[config.mk]
export PLATFORM = sky130hd
export DESIGN_NAME = instr_fetch_unit
export DESIGN_NICKNAME = d
export VERILOG_FILES = /design/src/rtl/instr_fetch_unit.sv
export SDC_FILE = /design/constraint.sdc
export NUM_CORES = 1
export LEC_CHECK = 0
export CORE_MARGIN = 4
export CORE_UTILIZATION = 55
export DETAILED_ROUTE_END_ITERATION = 10
export DONT_BUFFER_PORTS = 1
export PLACE_DENSITY_LB_ADDON = 0.12
export REMOVE_ABC_BUFFERS = 1
export SYNTH_ARGS = -nofsm -noshare
export SYNTH_HDL_FRONTEND = slang
export SYNTH_SLANG_ARGS = --single-unit
[constraint.sdc]
create_clock -name clk_i -period 4.63 [get_ports clk_i]
set_input_delay 1.1575 -clock clk_i [delete_from_list [all_inputs] [get_ports clk_i]]
set_output_delay 1.1575 -clock clk_i [all_outputs]
set_load 0.01 [all_outputs]
[src/rtl/instr_fetch_unit.sv]
// Fetch stage: owns the PC, issues req/gnt/rvalid memory requests and buffers
// returned words in an in-order queue presented to decode with valid/ready.
module instr_fetch_unit #(
  parameter int unsigned           ADDR_WIDTH  = 32,
  parameter int unsigned           INSTR_WIDTH = 32,
  parameter logic [ADDR_WIDTH-1:0] RESET_PC    = '0,
  parameter int unsigned           QUEUE_DEPTH = 2
) (
  input  logic                   clk_i,
  input  logic                   rst_n_i,
  input  logic                   PCSrc_i,
  input  logic [ADDR_WIDTH-1:0]  PCTarget_i,
  output logic                   imem_req_o,
  output logic [ADDR_WIDTH-1:0]  imem_addr_o,
  input  logic                   imem_gnt_i,
  input  logic                   imem_rvalid_i,
  input  logic [INSTR_WIDTH-1:0] imem_rdata_i,
  output logic                   instr_valid_o,
  input  logic                   instr_ready_i,
  output logic [INSTR_WIDTH-1:0] instr_o,
  output logic [ADDR_WIDTH-1:0]  pc_o,
  output logic [ADDR_WIDTH-1:0]  pcplus4_o
);

  localparam int unsigned CW = $clog2(QUEUE_DEPTH + 1) + 1;
  localparam int unsigned PW = (QUEUE_DEPTH > 1) ? $clog2(QUEUE_DEPTH) : 1;
  localparam logic [INSTR_WIDTH-1:0] NOP   = INSTR_WIDTH'(32'h0000_0013);
  localparam logic [ADDR_WIDTH-1:0]  STEP  = ADDR_WIDTH'(4);
  localparam logic [CW-1:0]          DEPTH = CW'(QUEUE_DEPTH);
  localparam logic [PW-1:0]          LAST  = PW'(QUEUE_DEPTH - 1);

  typedef enum logic {BOOT, RUN} state_t;
  state_t state, state_next;

  logic [INSTR_WIDTH-1:0] instr_mem [QUEUE_DEPTH];
  logic [ADDR_WIDTH-1:0]  pc_mem    [QUEUE_DEPTH];
  logic [PW-1:0]          rd_ptr, wr_ptr;
  logic [CW-1:0]          count, count_next;
  logic [CW-1:0]          outstanding, outstanding_next;
  logic [CW-1:0]          discard, discard_next, live;
  logic [ADDR_WIDTH-1:0]  fetch_pc, resp_pc, target_pc;
  logic                   running, redirect, fire, resp, drop, push, pop, empty;

  function automatic logic [PW-1:0] next_ptr(input logic [PW-1:0] p);
    return (p == LAST) ? '0 : p + PW'(1);
  endfunction

  always_ff @(posedge clk_i or negedge rst_n_i) begin
    if (!rst_n_i) state <= BOOT;
    else          state <= state_next;
  end

  // Credit rule: queued words plus live requests never exceed the queue depth,
  // so a response can always be pushed without a full check.
  always_comb begin
    state_next       = state;
    running          = (state == RUN);
    live             = outstanding - discard;
    empty            = (count == '0);
    target_pc        = PCTarget_i & ~ADDR_WIDTH'(3);
    redirect         = running && PCSrc_i;
    imem_req_o       = running && ((count + live) < DEPTH);
    fire             = imem_req_o && imem_gnt_i;
    resp             = running && imem_rvalid_i && (outstanding != '0);
    drop             = resp && (discard != '0);
    push             = resp && !drop && !redirect;
    pop              = !empty && instr_ready_i && !redirect;
    outstanding_next = outstanding + CW'(fire) - CW'(resp);
    discard_next     = discard;
    count_next       = count + CW'(push) - CW'(pop);
    if (state == BOOT) state_next = RUN;
    if (redirect) begin
      discard_next = outstanding_next;
      count_next   = '0;
    end else if (drop) begin
      discard_next = discard - CW'(1);
    end
  end

  always_ff @(posedge clk_i or negedge rst_n_i) begin
    if (!rst_n_i) begin
      fetch_pc    <= RESET_PC;
      resp_pc     <= RESET_PC;
      rd_ptr      <= '0;
      wr_ptr      <= '0;
      count       <= '0;
      outstanding <= '0;
      discard     <= '0;
    end else begin
      count       <= count_next;
      outstanding <= outstanding_next;
      discard     <= discard_next;
      if (redirect) begin
        fetch_pc <= target_pc;
        resp_pc  <= target_pc;
        rd_ptr   <= '0;
        wr_ptr   <= '0;
      end else begin
        if (fire) fetch_pc <= fetch_pc + STEP;
        if (push) begin
          resp_pc <= resp_pc + STEP;
          wr_ptr  <= next_ptr(wr_ptr);
        end
        if (pop) rd_ptr <= next_ptr(rd_ptr);
      end
    end
  end

  always_ff @(posedge clk_i) begin
    if (push) begin
      instr_mem[wr_ptr] <= imem_rdata_i;
      pc_mem[wr_ptr]    <= resp_pc;
    end
  end

  assign imem_addr_o   = fetch_pc;
  assign instr_valid_o = !empty;
  assign instr_o       = empty ? NOP : instr_mem[rd_ptr];
  assign pc_o          = empty ? '0 : pc_mem[rd_ptr];
  assign pcplus4_o     = empty ? '0 : pc_mem[rd_ptr] + STEP;

  // A response with nothing outstanding is a bus protocol violation.
  always_ff @(posedge clk_i) begin
    if (rst_n_i && state == RUN && imem_rvalid_i) assert (outstanding != '0);
  end

endmodule

; ---- Yosys cells after proc, flatten, opt, wreduce, memory -nomap -nowiden
; Memories as Yosys holds them, arrays and structs flattened.
; Index checks and enable logic that the tools add are counted.
; W data, S select, Z words.
[totals]
input_bits = 70
wordCells = 61
latch_bits = 0
memories = 2
romBits = 0
reg_bits = 76
ramBits = 128
[op_classes]
eq_ne = 0
n_lt_le_gt_ge = 1
shifts = 0
n_bitwise = 0
mux = 18
n_reduce_logical = 20
multipliers = 0
n_addsub = 12
div = 0
[mem_list]
columns = name, words, width, rd, rd_clocked_by_memory_dff, wr, line_no
row1 = instr_mem, 2, 32, 1, 0, 1, 35  ; logic [INSTR_WIDTH-1:0] instr_mem [QUEUE_DEPTH];
row2 = pc_mem, 2, 32, 1, 0, 1, 36  ; logic [ADDR_WIDTH-1:0] pc_mem [QUEUE_DEPTH];
[op_table]
columns = op, count
row1 = $mux W32, 7
row2 = $add A32 B3 Y32 const B, 3
row3 = $logic_and A1 B1 Y1, 10
row4 = $mux W3, 3
row5 = $mux W1, 8
row6 = $reduce_bool A2 Y1, 4
row7 = $add A3 B1 Y3, 2
row8 = $reduce_bool A3 Y1, 2
row9 = $sub A3 B1 Y3, 2
row10 = $add A3 B3 Y3, 1
row11 = $logic_not A1 Y1, 3
row12 = $logic_not A3 Y1, 1
row13 = $lt A3 B2 Y1 const B, 1
row14 = $sub A3 B1 Y3 const B, 1
row15 = $sub A3 B3 Y3, 1
row16 = $add A1 B1 Y1 const B, 2

; ---- Longest topological paths before layout
[depth]
ltp_word = 9
depth_mapped = 16
depth_no_buf = 16

; ---- Worst setup path after synthesis
; Ideal clock, no wire load.
[synth_timing]
path_type = input to register
start = in imem_rvalid_i
end = mem instr_mem[0][0], enable pin
t_arrival_ns = 4.437
slack_ns = -0.290
n_path_buf = 0
stages = 4
setup_ns = 0.482
cell_sequence = o311ai_1 nor2_1 nand2_1 nor2_1
[synth_via]
elab_chain_cells = 8
[synth_rtl]
columns = element, line_no
row1 = "start, declared", 16  ; input logic imem_rvalid_i,
row2 = $logic_and A1 B1 Y1 * (2 in series), 64  ; resp = running && imem_rvalid_i && (outstanding != '0);
row3 = $logic_and A1 B1 Y1, 65  ; drop = resp && (discard != '0);
row4 = $logic_not A1 Y1, 66  ; push = resp && !drop && !redirect;
row5 = $logic_and A1 B1 Y1 * (2 in series), 66
row6 = $mux W1 *, 110  ; if (push) begin
row7 = $mux W1 (not written as such) *, 111  ; instr_mem[wr_ptr] <= imem_rdata_i;
row8 = "end, declared", 35
; Mark *: on every way between the ends. The rest lies on a longest branch, timed or not.

; ---- Worst setup path in the final report
[layout_timing]
start = reg rd_ptr
end = out pcplus4_o[31]
[layout_via]
elab_chain_cells = 3
[layout_rtl]
columns = element, line_no
row1 = "start, declared", 37  ; logic [PW-1:0] rd_ptr, wr_ptr;
row2 = "start signal, assigned", 104  ; if (pop) rd_ptr <= next_ptr(rd_ptr);
row3 = $mem_v2 Z2 W32, -
row4 = $add A32 B3 Y32, 120  ; assign pcplus4_o = empty ? '0 : pc_mem[rd_ptr] + STEP;
row5 = $mux W32, 120
row6 = "end, declared", 22  ; output logic [ADDR_WIDTH-1:0] pcplus4_o
; Every way passes these cells.

==> results.txt <==
Period utilization -> 94.5%
VDD IR max -> 0.473 mV
Count leader, synth -> edfxtp_1
Most frequently used flop master after synthesis -> edfxtp_1
Syn Inst Count -> 847
FF-to-FF setup slack -> 0.46 ns
Post-DP HPWL -> 15.1 mm
Die Wd -> 140 microns
Worst skew pair latency -> 0.43 ns
Synth cell count leaders -> edfxtp_1 (124), nor2_1 (118), dfrtp_1 (72)
Yosys top cell area share -> 38.7%
Vias in the first global route -> 6379
Vias/cell -> 6.02
Post-CTS Resized -> 0
Status -> complete, no violations
Final nets -> 921
Die ar. -> 19700 sq um
CP startpoint kind -> register
Crit path kind -> reg -> out
Finished Layout Cells -> 1075
RSZ-0062 raised after global routing -> no
Detailed Route WL -> 21.4 mm
EDFF count, synth -> 124
Final Wtd Congestion -> 0.884
Buffers on Ports -> 0
P_leak -> 3.71 nW
Req. time, crit path -> 3.47 ns
Hold/Removal Path Class -> in -> async
Post-DRT Antenna Nets -> 0
Hold_ws -> 0.412 ns
# hold bufs at CTS -> 0
Pwr dens -> 582 nW/um^2
Peak Freq -> 229 MHz
Ports -> 200
Global-route wire length before repair -> 33.6 mm
YS warnings -> 0
Initial Util -> 55.8%
Final Hold Fails -> 0
Site Rows -> 48
Initial antenna violation count -> 0
DP Cell Count -> 1043
Area grow syn2layout -> 7.92%
Max-Cap Viols -> 0
Clock root cell -> clkbuf_16
Die Y -> 140 microns
Netlist cell types -> 55
Diode count -> 0
First-pass iteration count of the detailed router -> 5
CTS tree -> built
Share of cells above drive strength 1 -> 7.18%
Crit path DAT -> 3.22 ns
CP Max Fanout -> 34
Flops & latches, synth -> 196
Wire length per cell -> 19.9 microns
Htree depth -> 4
Area of the multi-input gates -> 3840 sq um
Final-report setup violation count -> 0
Tot GR Track Use -> 21.6%
Syn Std Cell Area -> 9620 sq um
Max_slew headroom -> 36.6%
Final Skew -> 0.0110 ns
Slew @ Worst Pin -> 0.942 ns
Post-CTS setup repair buffer count -> 0
Area occupied by registers -> 5530 sq um
Crit end category -> output port
Maximum clock insertion buffer count -> 2
CTS sink cnt -> 196
FILL cells -> 1410
Grt total ovfl -> 0
TritonCTS buffer count -> 17
Initial DRC count -> 294
Clk pin slew, worst setup/hold paths -> 0.07 ns
Slew Viols, Final -> 0
DRC errors left -> 0
Sequential area share after synthesis -> 57.4%
Synth area leaders -> edfxtp_1 (39%), dfrtp_1 (19%), mux2i_1 (6.4%)
Final Util -> 60.2%
Async SR Flop Fraction -> 36.7%
CORE AREA -> 17200 sq um
Largest net degree at the start of global routing -> 95
DR vias -> 6467
Tmin final -> 4.38 ns
Mapped Avg Cell Area -> 11.4 sq um
Synth area leader -> edfxtp_1
-- critical path, stage by stage (launching register included) --
cell and delay [ns]:
dfrtp_4 0.68, nand4_1 0.27, a221oi_2 0.58, nand4_1 0.31, nor4b_1 0.51, mux2_1 0.42
-- registers in the layout (all words and copies together), names as in the netlist --
signal / cells
instr_mem: 64
pc_mem: 60
imem_addr_o: 30
resp_pc: 30
count: 3
discard: 3
outstanding: 3
rd_ptr: 1
running: 1
wr_ptr: 1
-- layout by cell type, fill, tap and decap left out, drive strengths merged, types with 5 or more instances in the layout --
cell      count
a21oi        50
a31oi        13
and2         16
and3         11
and4          6
buf          11
clkbuf       17
clkinvlp      5
conb          7
dfrtp        72
edfxtp      124
ha           10
inv          30
mux2         10
mux2i        62
nand2        46
nand3        33
nand3b        8
nand4        31
nor2        118
nor3         23
nor4          7
o21ai        17
o31ai        10
or3           7
or4           8
xnor2        41
xor2         24
-- area by class of cell --
class,count,area share (%)
inverter,22,0.795
multi-input combinational,589,37.0
timing repair buffer,11,1.04
clock buffer,17,4.10
tap,225,2.71
clock inverter,15,1.14
sequential,196,53.2
-- metal layers --
metal	vias to the layer above	global-route usage, %	routed length [microns]	part of all wire [%]
met1	3136	28.9	9120	43
li1	3030	-	-	-
met4	0	7.65	414	1.9
met3	29	6.69	1990	9.3
met2	272	33.5	9830	46
met5	-	0	0	0
-- stage by stage --
step / total power, W / setup TNS, ns / cell area, sq um / setup slack (ns)
floorplan: 0.00421 / -219.78 / 9430 / -2.65
global placement: 0.00464 / 0 / 9840 / 0.619
detailed placement: 0.00471 / 0 / 9840 / 0.433
CTS: 0.00608 / 0 / 10400 / 0.293
global route: 0.00640 / 0 / 10400 / 0.0908
finish: 0.00604 / 0 / 10400 / 0.254
-- final timing paths --
| path | cells after the start | to | start |
|---|---|---|---|
| min | 0 | imem_addr_o[12]$_DFFE_PN0P_ | rst_n_i |
| min in group clk_i | 0 | pc_mem[1][31]$_DFFE_PP_ | resp_pc[31]$_DFFE_PN0P_ |
| max reg2reg | 15 | discard[2]$_DFFE_PN0P_ | outstanding[1]$_DFF_PN0_ |
| max in group asynchronous | 0 | rd_ptr$_DFFE_PN0P_ | rst_n_i |
| max | 5 | pcplus4_o[31] | rd_ptr$_DFFE_PN0P_ |
| min reg2reg | 0 | pc_mem[1][31]$_DFFE_PP_ | resp_pc[31]$_DFFE_PN0P_ |
-- report_power, final --
part           total (W)  internal, W  switching [W]  leakage (nW)
clock            0.00136     0.000700       0.000657         0.255
sequential       0.00239      0.00209       0.000297          1.92
combinational    0.00230     0.000803        0.00149          1.53
-- cells by family (layout without fill, tap and decap cells) --
group	count (synthesis)	in the layout	share of synthesized area, %
mux	72	72	7.62
buf+inv	67	65	3.04
flops	196	196	57.4
other cells	2	7	0.0781
fa+ha+maj	14	14	2.13
xor+xnor	66	66	6.35
simple gates	326	326	17.0
compound gates	104	104	6.33
Power figures use the tool's default switching activity.
